[src/rtl/dmem_responder.sv]
// Wait-state data-memory responder: one load/store at a time over a req/ack handshake,
// WAIT_STATES cycles of latency, byte-lane store merge and alignment/range error reporting.
module dmem_responder #(
    parameter int DEPTH_WORDS = 64,
    parameter int WAIT_STATES = 2
) (
    input  logic        clk,
    input  logic        reset,
    input  logic        req,
    input  logic        we,
    input  logic [31:0] addr,
    input  logic [31:0] wdata,
    input  logic [3:0]  be,
    output logic        ack,
    output logic [31:0] rdata,
    output logic        err,
    output logic        busy
);
    localparam int          IDX_W       = $clog2(DEPTH_WORDS);
    localparam logic [29:0] DEPTH_LIMIT = 30'(DEPTH_WORDS);
    localparam logic [3:0]  WAIT_LOAD   = 4'(WAIT_STATES);

    typedef enum logic [1:0] {S_IDLE, S_WAIT, S_RESP} state_t;

    state_t            state;
    state_t            state_next;
    logic [3:0]        counter;
    logic              we_q;
    logic [31:0]       addr_q;
    logic [31:0]       wdata_q;
    logic [3:0]        be_q;
    logic [31:0]       mem [DEPTH_WORDS];

    logic              cur_we;
    logic [31:0]       cur_addr;
    logic [31:0]       cur_wdata;
    logic [3:0]        cur_be;
    logic              bad;
    logic              entering_resp;
    logic [IDX_W-1:0]  idx;

    // With zero wait states RESP is entered on the sampling edge itself, so the
    // live inputs stand in for the latched request while idle.
    always_comb begin
        cur_we        = (state == S_IDLE) ? we    : we_q;
        cur_addr      = (state == S_IDLE) ? addr  : addr_q;
        cur_wdata     = (state == S_IDLE) ? wdata : wdata_q;
        cur_be        = (state == S_IDLE) ? be    : be_q;
        bad           = (cur_addr[1:0] != 2'b00) || (cur_addr[31:2] >= DEPTH_LIMIT);
        idx           = cur_addr[IDX_W+1:2];
        entering_resp = (state_next == S_RESP);
    end

    always_ff @(posedge clk or negedge reset) begin
        if (!reset) state <= S_IDLE;
        else        state <= state_next;
    end

    always_comb begin
        state_next = state;
        case (state)
            S_IDLE:  if (req) state_next = (WAIT_STATES == 0) ? S_RESP : S_WAIT;
            S_WAIT:  if (counter == 4'd1) state_next = S_RESP;
            S_RESP:  state_next = S_IDLE;
            default: state_next = S_IDLE;
        endcase
    end

    always_comb begin
        ack  = (state == S_RESP);
        busy = (state != S_IDLE);
    end

    always_ff @(posedge clk or negedge reset) begin
        if (!reset) begin
            counter <= '0;
            we_q    <= 1'b0;
            addr_q  <= '0;
            wdata_q <= '0;
            be_q    <= '0;
            err     <= 1'b0;
            rdata   <= '0;
        end else begin
            if (state == S_IDLE && req) begin
                we_q    <= we;
                addr_q  <= addr;
                wdata_q <= wdata;
                be_q    <= be;
                counter <= WAIT_LOAD;
            end else if (state == S_WAIT) begin
                counter <= counter - 4'd1;
            end
            if (entering_resp) begin
                err   <= bad;
                rdata <= (!bad && !cur_we) ? mem[idx] : '0;
            end else if (state == S_RESP) begin
                err   <= 1'b0;
                rdata <= '0;
            end
        end
    end

    // Stores commit only on entry to RESP, so a reset during WAIT drops them.
    always_ff @(posedge clk or negedge reset) begin
        if (!reset) begin
            for (int i = 0; i < DEPTH_WORDS; i++) mem[i] <= '0;
        end else if (entering_resp && cur_we && !bad) begin
            for (int l = 0; l < 4; l++)
                if (cur_be[l]) mem[idx][8*l +: 8] <= cur_wdata[8*l +: 8];
        end
    end
endmodule

[config.mk]
export PLATFORM = sky130hd
export DESIGN_NAME = dmem_responder
export DESIGN_NICKNAME = d
export VERILOG_FILES = /design/src/rtl/dmem_responder.sv
export SDC_FILE = /design/constraint.sdc
export NUM_CORES = 2
export LEC_CHECK = 0
export ABC_CLOCK_PERIOD_IN_PS = 5770
export BUFFER_PORTS_ARGS = -buffer_cell sky130_fd_sc_hd__buf_2
export CELL_PAD_IN_SITES_DETAIL_PLACEMENT = 1
export CELL_PAD_IN_SITES_GLOBAL_PLACEMENT = 2
export CORE_ASPECT_RATIO = 1.2
export CORE_MARGIN = 4
export CORE_UTILIZATION = 35
export DETAILED_ROUTE_END_ITERATION = 10
export GPL_TIMING_DRIVEN = 0
export MAX_ROUTING_LAYER = met4
export PLACE_DENSITY_LB_ADDON = 0.3
export SETUP_SLACK_MARGIN = 0.3
export SYNTH_ARGS = -nofsm -noshare
export SYNTH_HDL_FRONTEND = slang
export SYNTH_SLANG_ARGS = --single-unit
[constraint.sdc]
create_clock -name clk -period 5.77 [get_ports clk]
set_input_delay 1.154 -clock clk [delete_from_list [all_inputs] [get_ports clk]]
set_output_delay 1.154 -clock clk [all_outputs]
set_load 0.005 [all_outputs]
Word level (Yosys, flattened, before mapping)
Cells that the tools add are included.
- bitwise operators: 1
- equality and inequality tests: 4
- reduce and logical (&&, ||, !) cells: 13
- mux-type cells: 36
- add/sub/neg operators: 1
- magnitude comparators: 3
- operators by type and width (cell ; count):
    two-way mux 2048 bit ; 7
    bitwise mux 2048 bit ; 4
    demux 32 bit (select 6 bit) ; 4
    two-way mux 32 bit ; 8
    binary-select mux 32 bit (select 6 bit) ; 1
    >= comparator 30 x 7 -> 1 bit, second input constant ; 1
    two-way mux 24 bit ; 1
    two-way mux 16 bit ; 1
    two-way mux 4 bit ; 3
    two-way mux 8 bit ; 1
    nonzero test 2 bit ; 4
    >= comparator 7 bit, second input constant ; 1
    less-than comparator 7 x 1 -> 1 bit, second input constant ; 1
    inverter 6 -> 7 bit ; 1
    logical AND 1 bit ; 5
    == test 2 bit, second input constant ; 2
    == test 4 x 1 -> 1 bit, second input constant ; 1
    two-way mux 2 bit ; 2
    one-hot mux 2 bit (2 select lines) ; 1
    subtractor 4 x 1 -> 4 bit, second input constant ; 1
    two-way mux 1 bit ; 3
    == test 2 x 1 -> 1 bit, second input constant ; 1
    logical NOT 1 bit ; 2
    logical NOT 2 bit ; 1
    logical OR 1 bit ; 1
- output and inout port bits: 35
- logic and storage cells: 130
- bits in registers: 2156
- input port bits: 72

Longest topological paths before layout
- depth in word-level cells: 18
- gate-level depth with buffers: 13
- gate-level depth less buffers: 9

Worst setup path before layout
No wires, ideal clock.
- kind: input port to flip-flop
- from: in addr[2]
- to: reg rdata[22]
- path buffers: 5
- stages on the path: 12
- slack: 2.419 ns
- library setup time: 0.095 ns
- arrival: 3.256 ns
- cells stage by stage: buf_2 -> or3b_1 -> clkbuf_1 -> nand2_2 -> buf_4 -> buf_4 -> buf_4 -> nand2_1 -> a32oi_1 -> a21oi_1 -> a2111o_1 -> o31ai_1
- longest elaborated chain between the ends: 7
- elaborated cells between the ends (all ways): 11
- those cells by class: 1 x order compare; 6 x mux; 1 x bitwise; 3 x reduce/logical
- ends and longest elaborated chain (element ; RTL line ; source):
    start: declaration ; 11 ; input logic [31:0] addr,
    two-way mux 32 bit (*) ; 46 ; cur_addr = (state == S_IDLE) ? addr : addr_q;
    >= comparator 30 x 7 -> 1 bit / inverter 6 -> 7 bit (equally long branches) ; 49, 95 ;
    logical OR 1 bit / binary-select mux 32 bit (select 6 bit) (equally long branches) ; 49, 95 ;
    logical NOT 1 bit / two-way mux 32 bit (equally long branches) ; 95 ; rdata <= (!bad && !cur_we) ? mem[idx] : '0;
    logical AND 1 bit / two-way mux 32 bit (equally long branches) ; 95 ;
    two-way mux 32 bit (*) ; 95 ;
    two-way mux 32 bit (*) ; 93 ; if (entering_resp) begin
    end signal: assignment ; 95 ;
    end: declaration ; 15 ; output logic [31:0] rdata,
Mark *: on every way between the ends. The rest lies on a longest branch, timed or not. The select of a mux whose other input is x is not followed.
A chain may end at the register's enable or synchronous reset.

Final worst setup path
- from: reg state[1]
- to: reg rdata[20]
- longest elaborated chain between the ends: 8
- elaborated cells between the ends (all ways): 22
- those cells by class: 1 x order compare; 3 x eq/ne; 10 x mux; 1 x bitwise; 7 x reduce/logical
- ends and longest elaborated chain (element ; RTL line ; source):
    start: declaration ; 25 ; state_t state;
    start signal: assignment ; 56 ; else state <= state_next;
    logical NOT 2 bit ; 45, 46, 61 ;
    two-way mux 32 bit ; 46 ;
    >= comparator 30 x 7 -> 1 bit, or another cell as far along ; 49 ; bad = (cur_addr[1:0] != 2'b00) || (cur_addr[31:2] >= DEPTH_LIMIT);
    logical OR 1 bit / binary-select mux 32 bit (select 6 bit) (equally long branches) ; 49, 95 ;
    logical NOT 1 bit / two-way mux 32 bit (equally long branches) ; 95 ;
    logical AND 1 bit / two-way mux 32 bit (equally long branches) ; 95 ;
    two-way mux 32 bit ; 95 ;
    two-way mux 32 bit ; 93 ;
Several ways; a longest one is shown, not always the timed one. The select of a mux whose other input is x is not followed.

==> impl_metrics.env <==
export IMPL_fin_crit_ns=5.803
export IMPL_crit_top_cell="buf_4"
export IMPL_rows=207
export IMPL_drc=0
export IMPL_die_width_um=478.5
export IMPL_holdWs_ns=0.1380
export IMPL_synth_most_common_cell="a21oi_1"
export IMPL_startpoint="state[1]"
export IMPL_dr_max_layer_used="met4"
export IMPL_final_period_utilization_pct=100.6
export IMPL_max_slew_margin_rel_pct=-13.40
export IMPL_area_delta_synth_final_pct=17.44
export IMPL_route_met2_wl_mm=256.9
export IMPL_dp_hpwl_mm=438.7
export IMPL_gp_congestion=1.046
export IMPL_synthFlopType="dfrtp_1"
export IMPL_worstSetupStartpointType="register"
export IMPL_utilization_pct=41.25
export IMPL_io_pins=107
export IMPL_wirelength_mm=616.3
export IMPL_placed_cells=13801
export IMPL_synth_top_area_cell="dfrtp_1"
export IMPL_grt_pass1_vias=90063
export IMPL_hold_buffers=0
export IMPL_synth_edff_count=0
export IMPL_synth_fp_nets=10104
export IMPL_drv_slew=136
export IMPL_drv_cap=13
export IMPL_cts_max_level=4
export IMPL_preCtsSetupSlack_ns=-1.797
export IMPL_grt_antenna_before_repair=106
export IMPL_grtUsageTotal_pct=45.28
export IMPL_cts_sinks=2156
export IMPL_cp_num_cells=13
export IMPL_final_layout_size_suffix_gt1_share_pct=13.93
export IMPL_numCtsBuffers=238
export IMPL_worstReg2RegEnd="rdata[20]"
export IMPL_netlist_top_cells_area="dfrtp_1 (58%), a21oi_1 (13%), nor2_1 (8.8%), nand2_1 (3.4%), o22ai_1 (2.7%)"
export IMPL_clock_latency_ns=0.96
export IMPL_avgSynthCellArea_um2=9.270
export IMPL_drt_met1_wl_mm=223.9
export IMPL_synth_seq_cells=2156
export IMPL_yosysWarnings=0
export IMPL_synth_commonest_cells="a21oi_1 (2359), nor2_1 (2187), dfrtp_1 (2156)"
export IMPL_leakage_nw=50.67
export IMPL_critPathKind="reg2reg"
export IMPL_ant_nets=0
export IMPL_clk_pin_slew_ns=0.06
export IMPL_yosysSeqAreaShare_pct=58.03
export IMPL_path_buf_inv=6
export IMPL_power_density_mw_per_mm2=569.1
export IMPL_fin_nets=10565
export IMPL_wl_met3_mm=67.00
export IMPL_fin_cells=14366
export IMPL_peakVddDrop_v=0.0004186
export IMPL_crit_fanout=11
export IMPL_setup_viol=1
export IMPL_cts_tree="done"
export IMPL_design_area_mm2=0.1092
export IMPL_grt_max_degree=166
export IMPL_drtPass1Iterations=8
export IMPL_vias=92570
export IMPL_finalClockSkew_ns=0.04817
export IMPL_dpl_cell_area_mm2=0.1007
export IMPL_hold_class="in2async"
export IMPL_cts_root_buf="clkbuf_16"
export IMPL_worst_r2r_setup_slack_ns=-0.03
export IMPL_path_delay_family="buffers and inverters"
export IMPL_drtIter0Drc=13784
export IMPL_critical_path_arrival_ns=6.66
export IMPL_netlist_area_mm2=0.09298
export IMPL_finalHoldViolCount=0
export IMPL_dieArea_mm2=0.2740
export IMPL_synth_cell_type_count=78
export IMPL_end_kind="register"
export IMPL_wire_per_inst_um=42.90
export IMPL_fmax_mhz=172.3
export IMPL_status="complete, but fails checks"
export IMPL_clk_path_buf_depth=4
export IMPL_total_power_mw=62.14
export IMPL_rsz0062_at_grt="false"
export IMPL_tightest_slew_ns=1.701
export IMPL_grt_pass1_wl_mm=815.2
export IMPL_synth_top_cell_area_share_pct=58.03
export IMPL_place_port_buffers=104
export IMPL_cpPeakStageDelay_ns=0.58
export IMPL_fin_ws_ns=-0.03275
export IMPL_crit_chain="buf_2 > or3b_1 > clkbuf_1 > nand2_2 > buf_4 > buf_4 > buf_6 > buf_4 > a21oi_1 > a32oi_1 > a21oi_1 > nor3_4 > a22o_1"
export IMPL_synth_cells=10030
export IMPL_routed_via_density=6.444
export IMPL_violations="max-capacitance violations, max-slew violations, negative setup slack"
export IMPL_worstRegToRegCells=13
export IMPL_gr_total_overflow=0
export IMPL_reg2reg_from="state[1]"
export IMPL_fp_dieH_um=572.6
export IMPL_fin_tns_setup_ns=-0.03275
export IMPL_crit_slowest_cell="or3b_1"
export IMPL_fp_coreArea_mm2=0.2647
export IMPL_async_reset_ff_share_pct=100.0
export IMPL_critPathCapture="rdata[20]"
export IMPL_required_ns=6.63
export IMPL_initial_core_util_pct=35.13
[kinds of logic after synthesis]
logic type	share of synthesized area, %
simple gates	16.62
compound gates	20.51
flops	58.03
buf+inv	4.139
mux	0.6715
fa+ha+maj	0.02691
[layout make-up]
| type | instances | area (um^2) |
|---|---|---|
| buffer | 814 | 3986 |
| fill | 30250 | 155500 |
| multi-input combinational | 7029 | 35650 |
| inverter | 30 | 112.6 |
| clock buffer | 355 | 6998 |
| antenna | 142 | 355.3 |
| sequential | 2156 | 53950 |
| tap | 3553 | 4446 |
| timing repair buffer | 222 | 2884 |
| clock inverter | 65 | 813.3 |
[where the power goes]
part	leakage [nW]	internal, mW	total, mW	switching [mW]
clock network	3.86	9.03	16.0	7.01
logic	16.8	5.63	30.5	24.9
registers	30.0	15.4	15.6	0.186
[layout by cell type, fill, tap and decap left out, types with 12 or more instances in the layout]
cell type     n
a21oi_1    2357
nor2_1     2186
dfrtp_1    2156
nand2_1     838
buf_2       481
o22ai_1     394
clkbuf_1    307
clkbuf_16   240
nor2_2      186
diode_2     142
a32oi_1     109
clkbuf_2    106
and3_1       85
o221ai_1     77
o22a_1       73
nor4_1       68
nand3_1      63
nor2_4       61
a211oi_1     60
buf_4        56
clkbuf_8     56
o31ai_1      55
buf_12       46
o21ai_0      40
nor3_1       40
clkinv_2     38
buf_16       38
inv_1        28
o41ai_1      26
buf_6        25
a31oi_1      25
mux2i_1      24
mux2i_2      20
or4_1        18
a32o_1       18
bufinv_16    16
mux2i_4      15
clkbuf_4     15
buf_8        12
[state kept, by name (all words and copies together), names as in the netlist, 2 cells and up]
signal	flops
mem	2048
addr_q	32
rdata	32
wdata_q	32
be_q	4
counter	4
state	2
[repair_timing]
item / CTS / global route
endpoints found under the setup margin: 36 / 25
gates resized for setup: 38 / 28
buffers inserted: 2 / 2
hold endpoints to repair: 0 / 0
pin swaps: 3 / 3
[worst min-delay path by stage]
| stage | cells after the start | from | slack (ns) | end |
|---|---|---|---|---|
| 5_1_grt | 1 | reset | 0.19 | mem[1542] |
| 3_5_place_dp | 2 | wdata_q[28] | 0.46 | wdata_q[28] |
| 4_1_cts | 1 | reset | 0.15 | mem[1542] |
| 3_3_place_gp | 2 | addr_q[19] | 0.45 | addr_q[19] |
| 2_1_floorplan | 2 | addr_q[18] | 0.44 | addr_q[18] |
| 6_report | 1 | reset | 0.14 | mem[1542] |
[routing by layer]
| layer | global-route usage, % | vias up |
|---|---|---|
| met5 | - | - |
| li1 | - | 35992 |
| met4 | 41.13 | 0 |
| met2 | 62.50 | 6258 |
| met3 | 13.13 | 2233 |
| met1 | 53.14 | 48087 |
Note: power is estimated with default switching activity, not from simulation.
